===== config.mk =====
export PLATFORM = sky130hd
export DESIGN_NAME = mac_window
export DESIGN_NICKNAME = d
export VERILOG_FILES = /design/src/rtl/mac_pkg.sv /design/src/rtl/mac_window.sv
export SDC_FILE = /design/constraint.sdc
export NUM_CORES = 1
export LEC_CHECK = 0
export ABC_AREA = 1
export CAP_MARGIN = 15
export CORE_MARGIN = 2
export CORE_UTILIZATION = 60
export CTS_BUF_LIST = sky130_fd_sc_hd__clkbuf_4 sky130_fd_sc_hd__clkbuf_8
export DETAILED_ROUTE_END_ITERATION = 10
export MAX_ROUTING_LAYER = met4
export PLACE_DENSITY = 0.89
export SLEW_MARGIN = 25
export SYNTH_ARGS = -nofsm -noshare
export SYNTH_HDL_FRONTEND = slang
export SYNTH_SLANG_ARGS = --single-unit

===== constraint.sdc =====
create_clock -name clk -period 5.3 [get_ports clk]
set_input_delay 1.06 -clock clk [delete_from_list [all_inputs] [get_ports clk]]
set_output_delay 1.06 -clock clk [all_outputs]
set_load 0.01 [all_outputs]

===== src/rtl/mac_pkg.sv =====
// Shared types and helpers for the windowed multiply-accumulate.
// Latency: n/a (package only).
// Backpressure: n/a (package only).
package mac_pkg;

    // Default widths; the top module takes its parameter defaults from here.
    localparam int DEF_IN_W   = 10;
    localparam int DEF_COEF_W = 4;
    localparam int DEF_ACC_W  = 16;
    localparam int DEF_PROD_W = DEF_IN_W + DEF_COEF_W;

    // Working width of the adder helper; any ACC_W and product width up to
    // this value are handled by masking at the requested accumulator width.
    localparam int SUM_MAX_W = 32;

    typedef enum logic {
        ACCUM = 1'b0,
        HOLD  = 1'b1
    } state_t;

    // Adds acc + prod at acc_w+1 bits. Returns {ovf, sum}, where sum is
    // either clamped to all-ones or wrapped to the low acc_w bits.
    function automatic logic [SUM_MAX_W:0] sat_add(
        input logic [SUM_MAX_W-1:0] acc,
        input logic [SUM_MAX_W-1:0] prod,
        input int                   acc_w,
        input bit                   saturate
    );
        logic [SUM_MAX_W:0] full;
        logic [SUM_MAX_W:0] mask;
        logic [SUM_MAX_W:0] sum;
        logic               ovf;
        full = {1'b0, acc} + {1'b0, prod};
        mask = ({{SUM_MAX_W{1'b0}}, 1'b1} << acc_w) - 1'b1;
        ovf  = (full > mask);
        if (!ovf)
            sum = full;
        else if (saturate)
            sum = mask;
        else
            sum = full & mask;
        return {ovf, sum[SUM_MAX_W-1:0]};
    endfunction

endpackage


===== src/rtl/mac_window.sv =====
// Windowed MAC: sums WIN_LEN accepted in_num*coef products, presents the total.
// Latency: result valid the cycle after the last sample of a window is accepted.
// Backpressure: in_ready drops while a result is held until out_ready takes it.
//
// Ports:
//   clk, rst_n        clock, asynchronous active-low reset
//   clr               synchronous clear of the window in progress / held result
//   in_valid/in_ready sample handshake; in_num and coef captured on accept
//   out_valid/out_ready result handshake; out_sum total, out_ovf overflow seen
module mac_window
    import mac_pkg::*;
#(
    parameter int IN_W     = DEF_IN_W,
    parameter int COEF_W   = DEF_COEF_W,
    parameter int ACC_W    = DEF_ACC_W,
    parameter int WIN_LEN  = 10,
    parameter int SATURATE = 1
) (
    input  logic              clk,
    input  logic              rst_n,
    input  logic              clr,
    input  logic              in_valid,
    output logic              in_ready,
    input  logic [IN_W-1:0]   in_num,
    input  logic [COEF_W-1:0] coef,
    output logic              out_valid,
    input  logic              out_ready,
    output logic [ACC_W-1:0]  out_sum,
    output logic              out_ovf
);

    localparam int PROD_W = IN_W + COEF_W;
    localparam int CNT_W  = $clog2(WIN_LEN + 1);
    localparam logic [CNT_W-1:0] LAST_CNT = CNT_W'(WIN_LEN - 1);

    state_t               state;
    logic [ACC_W-1:0]     acc;
    logic [CNT_W-1:0]     cnt;
    logic                 flag;

    logic [PROD_W-1:0]    prod;
    logic [SUM_MAX_W:0]   add_r;
    logic [ACC_W-1:0]     acc_nxt;
    logic                 ovf_nxt;
    logic                 accept;
    logic                 unused_hi;

    assign accept  = in_valid && in_ready;
    assign prod    = PROD_W'(in_num) * PROD_W'(coef);
    assign add_r   = sat_add(SUM_MAX_W'(acc), SUM_MAX_W'(prod), ACC_W, SATURATE != 0);
    assign ovf_nxt = add_r[SUM_MAX_W];
    assign acc_nxt = add_r[ACC_W-1:0];
    // Bits above ACC_W are zero by construction of sat_add.
    assign unused_hi = ^add_r[SUM_MAX_W-1:ACC_W];

    // Once saturated, acc holds all-ones and any further add overflows again
    // (or adds zero), so the clamp persists for the rest of the window.
    always_ff @(posedge clk or negedge rst_n) begin
        if (!rst_n) begin
            state     <= ACCUM;
            acc       <= '0;
            cnt       <= '0;
            flag      <= 1'b0;
            in_ready  <= 1'b0;
            out_valid <= 1'b0;
            out_sum   <= '0;
            out_ovf   <= 1'b0;
        end else if (clr) begin
            // Any sample offered this cycle is dropped; out_sum left stale.
            state     <= ACCUM;
            acc       <= '0;
            cnt       <= '0;
            flag      <= 1'b0;
            in_ready  <= 1'b1;
            out_valid <= 1'b0;
            out_ovf   <= 1'b0;
        end else begin
            case (state)
                ACCUM: begin
                    in_ready <= 1'b1;
                    if (accept) begin
                        if (cnt == LAST_CNT) begin
                            out_sum   <= acc_nxt;
                            out_ovf   <= flag | ovf_nxt;
                            acc       <= '0;
                            cnt       <= '0;
                            flag      <= 1'b0;
                            in_ready  <= 1'b0;
                            out_valid <= 1'b1;
                            state     <= HOLD;
                        end else begin
                            acc  <= acc_nxt;
                            flag <= flag | ovf_nxt;
                            cnt  <= cnt + CNT_W'(1);
                        end
                    end
                end
                HOLD: begin
                    if (out_ready) begin
                        out_valid <= 1'b0;
                        in_ready  <= 1'b1;
                        state     <= ACCUM;
                    end
                end
                default: state <= ACCUM;
            endcase
        end
    end

endmodule


Yosys cells after proc, flatten, opt, wreduce, memory -nomap -nowiden
Index checks and enable logic that the tools add are counted.
{"block": "totals", "out_inout_bits": 19, "mem_count": 0, "mem_bits_ro": 0, "ramBits": 0, "word_cells": 59, "regBits": 41, "in_bits": 19, "latch_bits": 0}
{"block": "op_classes", "addsub": 2, "n_bitwise": 3, "magnitude_cmp": 1, "eq_ne": 5, "n_mul": 1, "reduce_logical": 7, "n_div": 0, "shifts": 0, "muxes": 32}
{"cell": "two-way mux 16 bit", "n": 5}
{"cell": "two-way mux 1 bit", "n": 20}
{"cell": "adder 16 x 14 -> 17 bit", "n": 1}
{"cell": "greater-than comparator 17 x 16 -> 1 bit, second input constant", "n": 1}
{"cell": "two-way mux 4 bit", "n": 4}
{"cell": "multiplier 10 x 4 -> 14 bit", "n": 1}
{"cell": "inequality test 3 bit, second input constant", "n": 3}
{"cell": "case mux 1 bit (2 select lines)", "n": 3}
{"cell": "AND reduction 3 bit", "n": 2}
{"cell": "adder 4 x 1 -> 4 bit, second input constant", "n": 1}
{"cell": "== test 4 bit, second input constant", "n": 1}
{"cell": "AND reduction 4 bit", "n": 1}
{"cell": "nonzero test 2 bit", "n": 2}
{"cell": "inequality test 2 bit, second input constant", "n": 1}
{"cell": "NOT 1 bit", "n": 2}
{"cell": "AND reduction 2 bit", "n": 1}
{"cell": "logical AND 1 bit", "n": 1}
{"cell": "OR 1 bit", "n": 1}

Longest topological paths before layout
Gate-level depths: netlist of run 1.
{"block": "logic_depth", "depth_word": 8, "ltp_mapped": 20, "mapped_depth_nobuf": 19}

Least setup slack after synthesis of run 1
OpenSTA, ideal clock, no wires.
{"block": "synth_path", "path_kind": "input to register", "startpoint": "input port coef[2]", "endpoint": "register out_sum[10]", "path_buffers": 2, "setup_time_ps": 117, "arrival_ps": 4233, "stages": 20, "slack_ps": 950, "required_ps": 5183, "cell_sequence": "clkbuf_1 -> nand2_1 -> inv_1 -> fa_1 -> fa_1 -> inv_1 -> fa_1 -> inv_1 -> ha_1 -> nand2_1 -> inv_1 -> nand2_1 -> nand2_1 -> inv_1 -> nand2_2 -> a21oi_4 -> buf_6 -> nand3_2 -> nand2_1 -> nand2_1"}
{"block": "synth_via", "elab_chain_cells": 4}
{"item": "from (decl)", "line": "mac_window.sv:25", "source": "input logic [COEF_W-1:0] coef,"}
{"item": "multiplier 10 x 4 -> 14 bit *", "line": "mac_window.sv:49", "source": "assign prod = PROD_W'(in_num) * PROD_W'(coef);"}
{"item": "adder 16 x 14 -> 17 bit *", "line": "mac_pkg.sv:33", "source": "full = {1'b0, acc} + {1'b0, prod};"}
{"item": "greater-than comparator 17 x 16 -> 1 bit", "line": "mac_pkg.sv:35", "source": "ovf = (full > mask);"}
{"item": "two-way mux 16 bit *", "line": "mac_pkg.sv:36", "source": "if (!ovf)"}
{"item": "to (signal assigned)", "line": "mac_window.sv:83", "source": "out_sum <= acc_nxt;"}
{"item": "to (decl)", "line": "mac_window.sv:28", "source": "output logic [ACC_W-1:0] out_sum,"}
Mark *: on every way between the ends. The rest lies on a longest branch, timed or not.
A chain may end at the register's enable or synchronous reset.

Worst setup path in the final report of run 1
{"block": "layout_path", "startpoint": "input port coef[2]", "endpoint": "register out_sum[14]"}
The elaborated chain is that of the path after synthesis.

==> reports/results.txt, run 1 <==
first-pass GRT wire length - 14900 microns
max-cap violations - 0
Clk pwr share - 0.176
crit path launch type - primary input
remaining global-route overflow - 0
Placed Cells - 648
Die Y - 83.5 microns
initial antenna violation count - 0
Pleak - 2.75 nW
Buf+Inv Stages, Crit Path - 7
GRT Resource Usage Total - 0.269
Bufs on Longest Clock Path - 2
Critical Path RT - 5.49 ns
DIE WIDTH - 83.5 microns
Setup Skew - 0.00764 ns
setup repair bufs after CTS - 0
Distinct cells, synth - 29
Multi-input gate area - 2150 sq um
vias in the first global route - 3263
Setup CP Type - primary input to flip-flop
hold crit path type - flip-flop to flip-flop
overall routed net length - 8350 microns
slowest cell on the critical path - clkdlybuf4s50_1
Synth area leaders - dfrtp_1 (27%), nand2_1 (21%), inv_1 (15%)
Peak VDD IR - 0.230 mV
Antenna Nets Post-Route - 0
status - finished clean
RSZ-0062 raised after global routing - no
vias per cell - 4.91
core area - 6030 sq um
Sequential Area - 1030 sq um
1st-iter DRT viols - 195
WL/cell - 12.7 microns
Area Overhead vs Synth - 14.5%
PwrDens - 348 nW/um^2
clock tree root buffer cell - clkbuf_8
fin. max-slew vios - 0
Clock Sinks - 41
die area - 6980 sq um
Critical Path Stages - 20
fmax - 203 MHz
setup TNS - 0 ns
DRC viols - 0
Finished Layout Cells - 657
critical path endpoint category - flip-flop
top post-synthesis cells by count - nand2_1 (213), inv_1 (150), dfrtp_1 (41)
final setup fails - 0
dpl hpwl - 6830 microns
ratio of cells with drive above 1 in the final layout - 0.0430
Final Util - 0.721
Top FF cell, synth - dfrtp_1
Clock Pin Slew Worst Setup and Hold Paths - 0.08 ns
Worst Max-Slew Pin Slew - 0.662 ns
IO Count - 38
Hold Path Stages - 2
Data arrival, critical path - 5.11 ns
Rel. slew slack - 0.557
EDFF count, synth - 0
Max FO, Critical Path - 13
NumNets Final - 653
Mapped Area - 3800 sq um
worst-path cell chain - clkdlybuf4s50_1, nand2_1, inv_1, fa_1, fa_1, inv_1, fa_1, inv_1, ha_1, nand2_1, inv_1, nand2_1, nand2_1, inv_1, nand2_2, a21oi_4, buf_4, nand3_2, nand2_1, nand2_1
PortBufs - 37
ant diodes - 0
CTS buffer count - 5
Sw Ratio - 0.459
Finished Cell Area - 4350 sq um
hold_buf cts - 0
Mapped Cells - 545
Fin. Hold Viols - 0
Worst Reg-to-Reg Cells - 15
FP Rows - 28
delay-heaviest family, CP - adder cells
placed inst area - 4210 sq um
Synth top area share - 0.270
most common cell in the netlist - nand2_1
synthesized area per cell - 6.97 sq um
Crit path top cell by count - nand2_1
min Tclk post-route - 4.92 ns
Initial DRT Pass Iterations - 4
share of power burned in registers - 0.242
Ys Warns - 0
slowest stage delay, CP - 0.68 ns
Starting Density - 0.630
htree depth - 2
NetSw - 0.694 mW
# fillers - 493
CTS tree - yes
combinational power share - 0.582
sequential area share after synthesis - 0.270
Vias - 3224
Internal - 0.818 mW
Synth async-reset ratio - 1.00
GPL Wtd Cong - 0.914
flops & latches, synth - 41
cts repair resizes - 0
fin crit share - 0.929
net count after synthesis - 617
largest net degree at the start of global routing - 42
Synth area leader - dfrtp_1
Clock Latency Late Sink - 0.30 ns
Total Power - 1.51 mW
[registers in the layout (all words and copies together), names as in the netlist]
name,cells
acc,16
out_sum,16
cnt,4
flag,1
in_ready,1
out_ovf,1
out_valid,1
state,1
[worst paths after layout]
| check | start | endpoint | slack [ns] |
|---|---|---|---|
| worst max-delay path | coef[2] | out_sum[14]$_DFFE_PN0P_ | 0.38 |
| worst min-delay path | out_sum[5]$_DFFE_PN0P_ | out_sum[5]$_DFFE_PN0P_ | 0.49 |
| worst max register to register | acc[11]$_DFFE_PN0P_ | out_sum[14]$_DFFE_PN0P_ | 2.56 |
| worst min register to register | out_sum[5]$_DFFE_PN0P_ | out_sum[5]$_DFFE_PN0P_ | 0.49 |
| max in group asynchronous | rst_n | flag$_DFFE_PN0P_ | 4.21 |
| min in group asynchronous | rst_n | out_sum[8]$_DFFE_PN0P_ | 0.64 |
[layout by cell type (no fill, tap or decap), drive strengths merged, types with 3 or more instances in the layout]
cell type	n
a21oi	6
buf	3
clkbuf	6
clkdlybuf4s50	36
dfrtp	41
fa	27
ha	26
inv	151
nand2	216
nand3	22
nand4	3
nor2	16
nor3	4
o21ai	10
xnor2	4
xor2	3
[metrics by stage]
step | setup WS (ns) | hold slack (ns)
after floorplan | 0.950 | 0.449
after detailed placement | 0.0281 | 0.465
after CTS | 0.341 | 0.490
final | 0.378 | 0.491
after global routing | 0.0430 | 0.516
after global placement | 0.178 | 0.464
[cell families after synthesis]
family	after synthesis	synth area share
XOR/XNOR	7	0.0162
flip-flops	41	0.270
AND/OR/NAND/NOR	263	0.288
adder cells (fa/ha/maj)	53	0.228
buffers and inverters	161	0.164
multiplexers	1	0.00264
AO/OA/AOI/OAI	19	0.0307
[final cells by class]
cell class / count / share of cell area
multi-input cells: 343 / 0.494
clock buffers: 6 / 0.0190
well taps: 75 / 0.0216
flip-flops and latches: 41 / 0.236
inverters: 151 / 0.130
clock inverters: 2 / 0.00864
repair buffers: 39 / 0.0904
[per-layer routing]
metal / share of wire / GRT usage
met1: 0.44 / 0.343
met2: 0.50 / 0.468
met3: 0.037 / 0.0237
met4: 0.016 / 0.0674
met5: 0 / -
[tightest hold or removal path, cell delays in order, from the launching register on]
cell and delay, ns:
dfrtp_1 0.35, nand2_1 0.05, nand2_1 0.06
[power groups by stage]
| stage | combinational (mW) | clock, mW | sequential, mW |
|---|---|---|---|
| final | 0.879 | 0.266 | 0.366 |
| after global routing | 1.01 | 0.276 | 0.370 |
| after CTS | 0.884 | 0.268 | 0.366 |
| after detailed placement | 0.875 | 0 | 0.372 |
| after global placement | 0.849 | 0 | 0.371 |
| after floorplan | 0.670 | 0 | 0.364 |
(Power assumes the default switching activity.)
==> inputs of run 2 (changes only) <==
--- a/config.mk
+++ b/config.mk
@@ -14,4 +14,5 @@
 export MAX_ROUTING_LAYER = met4
 export PLACE_DENSITY = 0.89
+export SETUP_SLACK_MARGIN = 0.05
 export SLEW_MARGIN = 25
 export SYNTH_ARGS = -nofsm -noshare
==> constraint.sdc (replaced) <==
create_clock -name clk -period 5.3 [get_ports clk]
set_input_delay 1.325 -clock clk [delete_from_list [all_inputs] [get_ports clk]]
set_output_delay 1.325 -clock clk [all_outputs]
set_load 0.01 [all_outputs]
==> run 2 against run 1 <==
  * Hold slack about the same
  * Combinational power barely moved
  * Power decreased by 3.7%
  * Clock skew increased by 0.0044 ns
  * Register-to-register slack improved by 0.14 ns
  * Flip-flop and latch count unchanged
  * Critical endpoint is now out_ovf$_DFFE_PN0P_
  * Cell count grew 0.15%
  * Non-clock buffer count increased by 1
  * Critical path depth stayed put
  * Fmax fell by 1.5%
  * Clock-buffer cell count stayed put
==> reports/results.txt, run 2 (synthesis gave the netlist of run 1 again) <==
status - finished clean
RSZ-0062 raised after global routing - no
Antenna Nets Post-Route - 0
vias per cell - 4.99
ratio of cells with drive above 1 in the final layout - 0.0446
WL/cell - 12.7 microns
Setup Skew - 0.0120 ns
vias in the first global route - 3179
Initial DRT Pass Iterations - 5
largest net degree at the start of global routing - 42
Final Util - 0.719
Finished Layout Cells - 658
Total Power - 1.46 mW
PortBufs - 37
Clk pwr share - 0.144
combinational power share - 0.605
critical path endpoint category - flip-flop
IO Count - 38
Bufs on Longest Clock Path - 2
Critical Path RT - 5.47 ns
pre-CTS WS - -0.00767 ns
GRT Resource Usage Total - 0.265
Clock Sinks - 41
Vias - 3283
fin. max-slew vios - 0
Setup CP Type - primary input to flip-flop
CTS buffer count - 5
Data arrival, critical path - 5.17 ns
1st-iter DRT viols - 187
Internal - 0.765 mW
CTS tree - yes
setup repair bufs after CTS - 0
min Tclk post-route - 5.00 ns
Clock Pin Slew Worst Setup and Hold Paths - 0.08 ns
Area Overhead vs Synth - 14.1%
GPL Wtd Cong - 0.927
NumNets Final - 654
hold crit path type - flip-flop to flip-flop
initial antenna violation count - 0
setup ws final - 0.302 ns
setup TNS - 0 ns
worst hold slack - 0.491 ns
share of power burned in registers - 0.251
FP Rows - 28
crit path launch type - primary input
remaining global-route overflow - 0
delay-heaviest family, CP - adder cells
core area - 6030 sq um
Clock Latency Late Sink - 0.31 ns
Placed Cells - 650
Hold Path Stages - 2
htree depth - 2
Finished Cell Area - 4330 sq um
biggest regs - acc x16, out_sum x16, cnt x4
clock tree root buffer cell - clkbuf_8
Die Y - 83.5 microns
Worst Reg-to-Reg Cells - 15
first-pass GRT wire length - 14500 microns
max-cap violations - 0
overall routed net length - 8350 microns
PwrDens - 336 nW/um^2
ant diodes - 0
Rel. slew slack - 0.542
NetSw - 0.691 mW
worst-path cell chain - clkdlybuf4s50_1, nand2_1, inv_1, fa_1, fa_1, inv_1, fa_1, inv_1, ha_1, nand2_1, nand2_1, nand2_1, nand2_1, inv_1, nand2_2, a21oi_4, buf_12, nand2_1, nand2_1, o21ai_0
slowest stage delay, CP - 0.66 ns
DIE WIDTH - 83.5 microns
Crit path top cell by count - nand2_1
Critical Path Stages - 20
fmax - 200 MHz
Pleak - 2.76 nW
Peak VDD IR - 0.257 mV
Fin. Hold Viols - 0
die area - 6980 sq um
DRC viols - 0
Starting Density - 0.630
commonest non-fill, non-tap cell in the layout - nand2_1
Max FO, Critical Path - 10
Buf+Inv Stages, Crit Path - 6
fin crit share - 0.943
placed inst area - 4230 sq um
final setup fails - 0
Sw Ratio - 0.474
slowest cell on the critical path - clkdlybuf4s50_1
dpl hpwl - 6770 microns
most frequent cells in the layout - nand2_1 (213), inv_1 (150), dfrtp_1 (41)
Worst Max-Slew Pin Slew - 0.685 ns
-- run 2: tightest hold or removal path: cells and delay by family (launching register included) --
kind             cells  cell delay (ns)
and+or+nand+nor      2             0.10
DFF                  1             0.35
-- run 2: layout make-up --
type                       instances  area [sq um]
fill                             498          1690
timing repair buffer              40           408
tap                               75          93.8
clock buffer                       6          76.3
sequential                        41          1030
clock inverter                     2          15.0
inverter                         151           567
multi-input combinational        343          2150
-- run 2: worst paths after layout --
| kind | start | to | slack [ns] |
|---|---|---|---|
| max | coef[2] | out_ovf$_DFFE_PN0P_ | 0.30 |
| min | acc[0]$_DFFE_PN0P_ | acc[0]$_DFFE_PN0P_ | 0.49 |
| max reg2reg | acc[10]$_DFFE_PN0P_ | out_ovf$_DFFE_PN0P_ | 2.70 |
| min reg2reg | acc[0]$_DFFE_PN0P_ | acc[0]$_DFFE_PN0P_ | 0.49 |
| max in group asynchronous | rst_n | acc[10]$_DFFE_PN0P_ | 3.95 |
| min in group asynchronous | rst_n | out_valid$_DFFE_PN0P_ | 0.99 |
-- run 2: power groups by stage --
stage               logic, mW  clock network [mW]  registers [mW]
global placement        0.863                   0           0.370
detailed placement      0.872                   0           0.371
CTS                     0.878               0.211           0.365
floorplan               0.670                   0           0.364
finish                  0.880               0.210           0.366
global route             1.01               0.228           0.369
-- run 2: what timing repair did --
action                     4_1_cts  5_1_grt
gates resized for setup          0        2
hold buffers                     0        0
setup endpoints to repair        0        7
-- run 2: per-layer routing --
layer | global-route usage | wire [microns]
met2 | 0.438 | 4030
met3 | 0.0297 | 307
met4 | 0.0748 | 136
met1 | 0.348 | 3880
met5 | - | 0
